--- src/rtl/lagd_pkg.sv ---
// Shared types and helpers for the LAGD register-bus broadcast demultiplexer.
package lagd_pkg;

  typedef enum logic [1:0] {
    IDLE    = 2'd0,
    UNICAST = 2'd1,
    BCAST   = 2'd2,
    RESP    = 2'd3
  } reg_demux_state_e;

  // Default register-bus flavour: 48-bit address, 32-bit data.
  typedef struct packed {
    logic [47:0] addr;
    logic        write;
    logic [31:0] wdata;
    logic [3:0]  wstrb;
    logic        valid;
  } lagd_reg_req_t;

  typedef struct packed {
    logic [31:0] rdata;
    logic        error;
    logic        ready;
  } lagd_reg_rsp_t;

  // The broadcast window sits directly above the last target window.
  function automatic int unsigned bcast_idx(input int unsigned num_targets);
    return num_targets;
  endfunction

  function automatic int unsigned idx_width(input int unsigned num_targets);
    return (num_targets > 0) ? $clog2(num_targets + 1) : 1;
  endfunction

endpackage

--- src/rtl/lagd_reg_demux_decode.sv ---
// Combinational address-window decode: unicast index, broadcast window, or error.
module lagd_reg_demux_decode
  import lagd_pkg::*;
#(
  parameter int unsigned          NumTargets     = 4,
  parameter int unsigned          AddrWidth      = 48,
  parameter logic [AddrWidth-1:0] BaseAddr       = '0,
  parameter int unsigned          TargetSpanLog2 = 16,
  localparam int unsigned         IdxW           = idx_width(NumTargets)
) (
  input  logic [AddrWidth-1:0] addr_i,
  input  logic                 write_i,
  output logic [AddrWidth-1:0] off_o,
  output logic [IdxW-1:0]      idx_o,
  output logic                 is_bcast_o,
  output logic                 dec_err_o
);

  logic [AddrWidth-1:0] off;
  logic [AddrWidth-1:0] win;
  logic                 below;
  logic                 is_uni;
  logic                 is_bwin;

  assign off   = addr_i - BaseAddr;
  assign win   = off >> TargetSpanLog2;
  // Addresses under the base wrap around in the subtraction, so reject them explicitly.
  assign below = addr_i < BaseAddr;

  assign is_uni     = !below && (win < AddrWidth'(NumTargets));
  assign is_bwin    = !below && (win == AddrWidth'(bcast_idx(NumTargets)));
  assign is_bcast_o = is_bwin && write_i;
  assign dec_err_o  = !is_uni && !is_bcast_o;
  assign idx_o      = win[IdxW-1:0];
  assign off_o      = off;

endmodule

--- src/rtl/lagd_reg_bcast_demux.sv ---
// Register-bus fan-out to NumTargets slaves with unicast windows, a broadcast-write window and a timeout.
module lagd_reg_bcast_demux
  import lagd_pkg::*;
#(
  parameter int unsigned          NumTargets     = 4,
  parameter int unsigned          AddrWidth      = 48,
  parameter int unsigned          DataWidth      = 32,
  parameter logic [AddrWidth-1:0] BaseAddr       = '0,
  parameter int unsigned          TargetSpanLog2 = 16,
  parameter int unsigned          TimeoutCycles  = 255,
  parameter type                  reg_req_t      = lagd_reg_req_t,
  parameter type                  reg_rsp_t      = lagd_reg_rsp_t
) (
  input  logic                       clk_i,
  input  logic                       rst_i,
  input  reg_req_t                   slv_req_i,
  output reg_rsp_t                   slv_rsp_o,
  output reg_req_t [NumTargets-1:0]  mst_req_o,
  input  reg_rsp_t [NumTargets-1:0]  mst_rsp_i,
  output logic                       bcast_busy_o,
  output logic                       timeout_o,
  output logic [15:0]                err_cnt_o,
  output reg_demux_state_e           state_o
);

  // Handshake: upstream valid is sampled only in IDLE; ready is a one-cycle response strobe
  // carrying rdata/error. Downstream valid stays high until that target's ready is seen.

  localparam int unsigned IdxW  = idx_width(NumTargets);
  localparam int unsigned StrbW = DataWidth / 8;
  localparam int unsigned CntW  = (TimeoutCycles > 1) ? $clog2(TimeoutCycles) : 1;
  localparam logic [AddrWidth-1:0] OffMask =
    (AddrWidth'(1) << TargetSpanLog2) - AddrWidth'(1);

  reg_demux_state_e        state_q, state_d;
  logic [AddrWidth-1:0]    addr_q, addr_d;
  logic                    write_q, write_d;
  logic [DataWidth-1:0]    wdata_q, wdata_d;
  logic [StrbW-1:0]        wstrb_q, wstrb_d;
  logic [NumTargets-1:0]   valid_q, valid_d;
  logic [NumTargets-1:0]   done_q, done_d;
  logic                    err_q, err_d;
  logic [DataWidth-1:0]    rdata_q, rdata_d;
  logic                    ready_q, ready_d;
  logic [CntW-1:0]         tcnt_q, tcnt_d;
  logic                    timeout_q, timeout_d;
  logic [15:0]             err_cnt_q, err_cnt_d;

  logic [AddrWidth-1:0]    dec_off;
  logic [IdxW-1:0]         dec_idx;
  logic                    dec_bcast;
  logic                    dec_err;
  logic                    expire;

  lagd_reg_demux_decode #(
    .NumTargets     (NumTargets),
    .AddrWidth      (AddrWidth),
    .BaseAddr       (BaseAddr),
    .TargetSpanLog2 (TargetSpanLog2)
  ) u_decode (
    .addr_i     (slv_req_i.addr),
    .write_i    (slv_req_i.write),
    .off_o      (dec_off),
    .idx_o      (dec_idx),
    .is_bcast_o (dec_bcast),
    .dec_err_o  (dec_err)
  );

  assign expire = (TimeoutCycles != 0) && (tcnt_q == CntW'(TimeoutCycles - 1));

  always_comb begin
    state_d   = state_q;
    addr_d    = addr_q;
    write_d   = write_q;
    wdata_d   = wdata_q;
    wstrb_d   = wstrb_q;
    valid_d   = valid_q;
    done_d    = done_q;
    err_d     = err_q;
    rdata_d   = rdata_q;
    ready_d   = 1'b0;
    tcnt_d    = tcnt_q;
    timeout_d = 1'b0;
    err_cnt_d = err_cnt_q;
    unique case (state_q)
      IDLE: begin
        if (slv_req_i.valid) begin
          addr_d  = dec_off & OffMask;
          write_d = slv_req_i.write;
          wdata_d = slv_req_i.wdata;
          wstrb_d = slv_req_i.wstrb;
          tcnt_d  = '0;
          rdata_d = '0;
          err_d   = 1'b0;
          if (dec_err) begin
            state_d = RESP;
            ready_d = 1'b1;
            err_d   = 1'b1;
          end else if (dec_bcast) begin
            state_d = BCAST;
            valid_d = '1;
            done_d  = '0;
          end else begin
            state_d = UNICAST;
            for (int i = 0; i < NumTargets; i++) begin
              valid_d[i] = (IdxW'(i) == dec_idx);
            end
            // Unicast reuses the broadcast completion test by pre-marking the others done.
            done_d = ~valid_d;
          end
        end
      end
      UNICAST, BCAST: begin
        for (int i = 0; i < NumTargets; i++) begin
          if (valid_q[i] && mst_rsp_i[i].ready) begin
            valid_d[i] = 1'b0;
            done_d[i]  = 1'b1;
            err_d      = err_d | mst_rsp_i[i].error;
            if (state_q == UNICAST) rdata_d = mst_rsp_i[i].rdata;
          end
        end
        if (&done_d) begin
          state_d = RESP;
          ready_d = 1'b1;
        end else if (expire) begin
          state_d   = RESP;
          ready_d   = 1'b1;
          valid_d   = '0;
          err_d     = 1'b1;
          rdata_d   = '0;
          timeout_d = 1'b1;
        end else if (TimeoutCycles != 0) begin
          tcnt_d = tcnt_q + CntW'(1);
        end
      end
      RESP: begin
        state_d = IDLE;
        err_d   = 1'b0;
        rdata_d = '0;
        if (err_q && (err_cnt_q != 16'hFFFF)) err_cnt_d = err_cnt_q + 16'd1;
      end
      default: state_d = IDLE;
    endcase
  end

  always_ff @(posedge clk_i or posedge rst_i) begin
    if (rst_i) begin
      state_q   <= IDLE;
      addr_q    <= '0;
      write_q   <= 1'b0;
      wdata_q   <= '0;
      wstrb_q   <= '0;
      valid_q   <= '0;
      done_q    <= '0;
      err_q     <= 1'b0;
      rdata_q   <= '0;
      ready_q   <= 1'b0;
      tcnt_q    <= '0;
      timeout_q <= 1'b0;
      err_cnt_q <= '0;
    end else begin
      state_q   <= state_d;
      addr_q    <= addr_d;
      write_q   <= write_d;
      wdata_q   <= wdata_d;
      wstrb_q   <= wstrb_d;
      valid_q   <= valid_d;
      done_q    <= done_d;
      err_q     <= err_d;
      rdata_q   <= rdata_d;
      ready_q   <= ready_d;
      tcnt_q    <= tcnt_d;
      timeout_q <= timeout_d;
      err_cnt_q <= err_cnt_d;
    end
  end

  always_comb begin
    slv_rsp_o       = '0;
    slv_rsp_o.ready = ready_q;
    slv_rsp_o.error = ready_q & err_q;
    slv_rsp_o.rdata = ready_q ? rdata_q : '0;
    for (int i = 0; i < NumTargets; i++) begin
      mst_req_o[i]       = '0;
      mst_req_o[i].addr  = addr_q;
      mst_req_o[i].write = write_q;
      mst_req_o[i].wdata = wdata_q;
      mst_req_o[i].wstrb = wstrb_q;
      mst_req_o[i].valid = valid_q[i];
    end
  end

  assign bcast_busy_o = (state_q == BCAST);
  assign timeout_o    = timeout_q;
  assign err_cnt_o    = err_cnt_q;
  assign state_o      = state_q;

endmodule

--- config.mk ---
export PLATFORM = sky130hd
export DESIGN_NAME = lagd_reg_bcast_demux
export DESIGN_NICKNAME = d
export VERILOG_FILES = /design/src/rtl/lagd_pkg.sv /design/src/rtl/lagd_reg_demux_decode.sv /design/src/rtl/lagd_reg_bcast_demux.sv
export SDC_FILE = /design/constraint.sdc
export NUM_CORES = 1
export LEC_CHECK = 0
export CORE_AREA = 4 4 238 240
export DETAILED_ROUTE_END_ITERATION = 8
export DIE_AREA = 0 0 242 244
export HOLD_SLACK_MARGIN = 0.08
export PLACE_DENSITY = 0.41
export SYNTH_ARGS = -nofsm -noshare
export SYNTH_HDL_FRONTEND = slang
export SYNTH_SLANG_ARGS = --single-unit
--- constraint.sdc ---
create_clock -name clk_i -period 5.2 [get_ports clk_i]
set_clock_uncertainty 0.2 [all_clocks]
set_input_delay 1.04 -clock clk_i [delete_from_list [all_inputs] [get_ports clk_i]]
set_output_delay 1.04 -clock clk_i [all_outputs]
set_load 0.02 [all_outputs]
==> flow_summary.yaml <==
final_layout:
  final_common_cell: "clkdlybuf4s50_1"
  area_growth_pct: 51.34
  regArea_mm2: 0.003053
  fin_area_mm2: 0.01362
  stdcell_count: 1983
  final_cell_mix: "493 x clkdlybuf4s50_1, 128 x conb_1, 122 x dfrtp_1"
  multi_input_area_mm2: 0.004000
  final_util_pct: 24.92
  fillCellCount: 5892
  nets: 1498
  drive_gt1_share_pct: 11.42
critical_path:
  reg2reg_to: "rdata_q[31]$_DFFE_PP0P_"
  crit_fanout: 19
  cp-start-kind: "flop"
  endpoint_kind: "output pin"
  worstPathArrival_ns: 2.57
  crit_type: "flop to output pin"
  worstRegToRegCells: 8
  crit_required_ns: 3.96
  r2r_setup_slack_ns: 2.30
  rr_startpoint: "state_o[1]$_DFFE_PP0P_"
synth:
  avgSynthCellArea_um2: 9.456
  synth.distinct_cells: 52
  synth-warning-count: 0
  ys_ff_latch: 122
  synth_top_family_by_area: "buffers and inverters"
  synth-edff-count: 0
  synthArstFlopShare_pct: 100.0
  synth.yosys.seq_area_share_pct: 33.91
  synth-compound-area-share_pct: 15.19
  synth_fa_ha_area_share_pct: 1.112
  synth_ff_type: "dfrtp_1"
  muxShareOfSynthArea_pct: 10.67
  syn_inst: 952
  synth_top_area_share_pct: 33.91
  synth_xor_area_share_pct: 2.043
  synth-simple-area-share_pct: 9.812
  synth_area_mm2: 0.009002
  yosys.area.top_type: "dfrtp_1"
  synth.area.top_cells: "dfrtp_1 34%, buf_4 24%, mux2_2 7.0%"
clocking:
  cts.sink_count: 122
  post_cts_resized: 0
  clk_latency_ns: 0.46
  cts_setup_buffers: 0
  holdBufCountCts: 0
  cts_inserted_buffers: 17
  clk_pin_slew_worst_paths_ns: 0.06
  clockBufferDepth: 2
  cts_tree: "built"
  clockRootBuffer: "clkbuf_16"
  cts_max_level: 4
hold_path:
  hp-start: "rdata_q[9]$_DFFE_PP0P_"
  whs_path_depth: 2
  hold_path_class: "flop to flop"
  whs_endpoint: "rdata_q[9]$_DFFE_PP0P_"
place:
  port_buffers: 493
  place_inst: 1951
  gp_congestion: 0.7875
  dp_hpwl_mm: 28.77
  dpl_cell_area_mm2: 0.01301
pwr:
  combinationalPowerShare_pct: 59.1
  power_mw: 7.082
  cellPowerDensity_mw_per_mm2: 519.8
  internal_power_mw: 4.007
  switching_share_pct: 43.42
  power.share.clock_pct: 18.1
  p_sw_mw: 3.075
  power_leakage_nw: 5.384
  vdd_drop_max_mv: 0.2768
  sequentialPowerShare_pct: 22.8
global_routing:
  first_global_vias: 7676
  antenna_found_initial: 2
  grt.met2_usage_pct: 20.55
  grt-ovfl-total: 0
  use_met3_pct: 4.693
  busiest_layer: "met2"
  grt_first_pass_wirelength_mm: 52.18
  grt_max_degree: 69
  track_usage_pct: 11.89
  gr-usage-met1_pct: 13.27
floorplan:
  die_height_um: 244
  die_area_mm2: 0.05905
  core_mm2: 0.05466
  initial_utilization_pct: 16.47
  rows: 86
  die_x_um: 242
  io-pin-count: 622
timing:
  fin_crit_sh_pct: 73.20
  tightest_slew_ns: 0.8919
  timing.final.crit_period_ns: 3.806
  fmax_ghz: 0.2627
  report.final.slew_viol_count: 0
  finalSetupViolCount: 0
  relSlewSlack_pct: 40.54
  rsz0062_at_grt: "false"
  fin_setup_tns_ns: 0
  hold_viol_final: 0
drt:
  routedWlPerCell_um: 18.44
  via_count: 7558
  first_iter_violations: 310
  drtPass1Iterations: 4
  viasPerCell: 3.811
  final_antenna_net_count: 0
  finalWirelength_mm: 36.57
  drc: 0
run_status:
  status: "finished clean"
run:
  cap_viol_max_count: 0
## routing by layer
metal / up-vias / share of wire (%) / routed length [um]
met4: 2 / 2.3 / 856
met1: 3611 / 39 / 14430
met2: 383 / 50 / 18350
li1: 3518 / - / -
met3: 44 / 8.0 / 2923
met5: - / 0.022 / 8
## sequential cells by signal, summed over array words and instances, names as in the netlist
signal / flops
addr_q: 16
done_q: 4
err_cnt_o: 16
err_q: 1
rdata_q: 32
ready_q: 1
state_o: 2
tcnt_q: 8
timeout_o: 1
valid_q: 4
wdata_q: 32
write_q: 1
wstrb_q: 4
## through the flow
| step | worst slack, ns | hold WS (ns) |
|---|---|---|
| 5_1_grt | 1.233 | 0.3286 |
| 6_report | 1.394 | 0.2982 |
| 2_1_floorplan | 0.7175 | 0.2626 |
| 3_5_place_dp | 1.402 | 0.2928 |
| 4_1_cts | 1.286 | 0.3067 |
| 3_3_place_gp | 1.414 | 0.2811 |
## worst max-delay path: stages, from the launching register on
cell and delay [ns]:
dfrtp_1 0.81, buf_4 0.39, and2_1 0.24, clkdlybuf4s50_1 0.66
## cell usage after synthesis (8+ instances only)
master    instances
o211ai_1         32
o21ai_2          30
mux2_2           56
nor2_1           19
nand4_1          13
xnor2_1          17
buf_4           289
clkbuf_1         28
ha_1              8
dfrtp_1         122
a21oi_1          39
nor4_1           11
a211oi_1         34
mux2i_1          33
o21ai_0          41
and2_1           35
nand3_1          13
buf_2            14
nand2_1          51
inv_1             8
## cell type report
| class | instances | share of cell area (%) |
|---|---|---|
| Clock inverter | 13 | 1.295 |
| Antenna cell | 1 | 0.01837 |
| Sequential cell | 122 | 22.41 |
| Clock buffer | 18 | 3.223 |
| Timing Repair Buffer | 505 | 36.97 |
| Multi-Input combinational cell | 612 | 29.36 |
| Inverter | 8 | 0.2571 |
| Tap cell | 704 | 6.465 |
## power by group through the flow
stage | clock network (mW) | logic (mW) | registers [mW]
after floorplan | 0 | 2.79 | 1.75
after CTS | 1.35 | 4.24 | 1.62
final | 1.28 | 4.19 | 1.61
after detailed placement | 0 | 4.24 | 1.64
after global placement | 0 | 4.25 | 1.62
after global routing | 1.38 | 4.39 | 1.66
## logic make-up after synthesis
kind of cell | after synthesis
fa+ha+maj | 8
mux | 89
compound gates | 197
buf+inv | 345
other cells | 1
xor+xnor | 21
simple gates | 169
flops | 122
## worst max-delay path by stage
stage                      startpoint                       to  slack [ns]  cells past startpoint
global route        ready_q$_DFF_PP0_             slv_rsp_o[1]        1.23                      3
detailed placement     mst_rsp_i[102]  rdata_q[29]$_DFFE_PP0P_        1.40                      7
floorplan                       rst_i    addr_q[0]$_DFFE_PP0P_        0.72                      1
CTS                 ready_q$_DFF_PP0_             slv_rsp_o[1]        1.29                      3
finish              ready_q$_DFF_PP0_             slv_rsp_o[1]        1.39                      3
global placement       mst_rsp_i[102]  rdata_q[29]$_DFFE_PP0P_        1.41                      7
(Power assumes the default switching activity.)
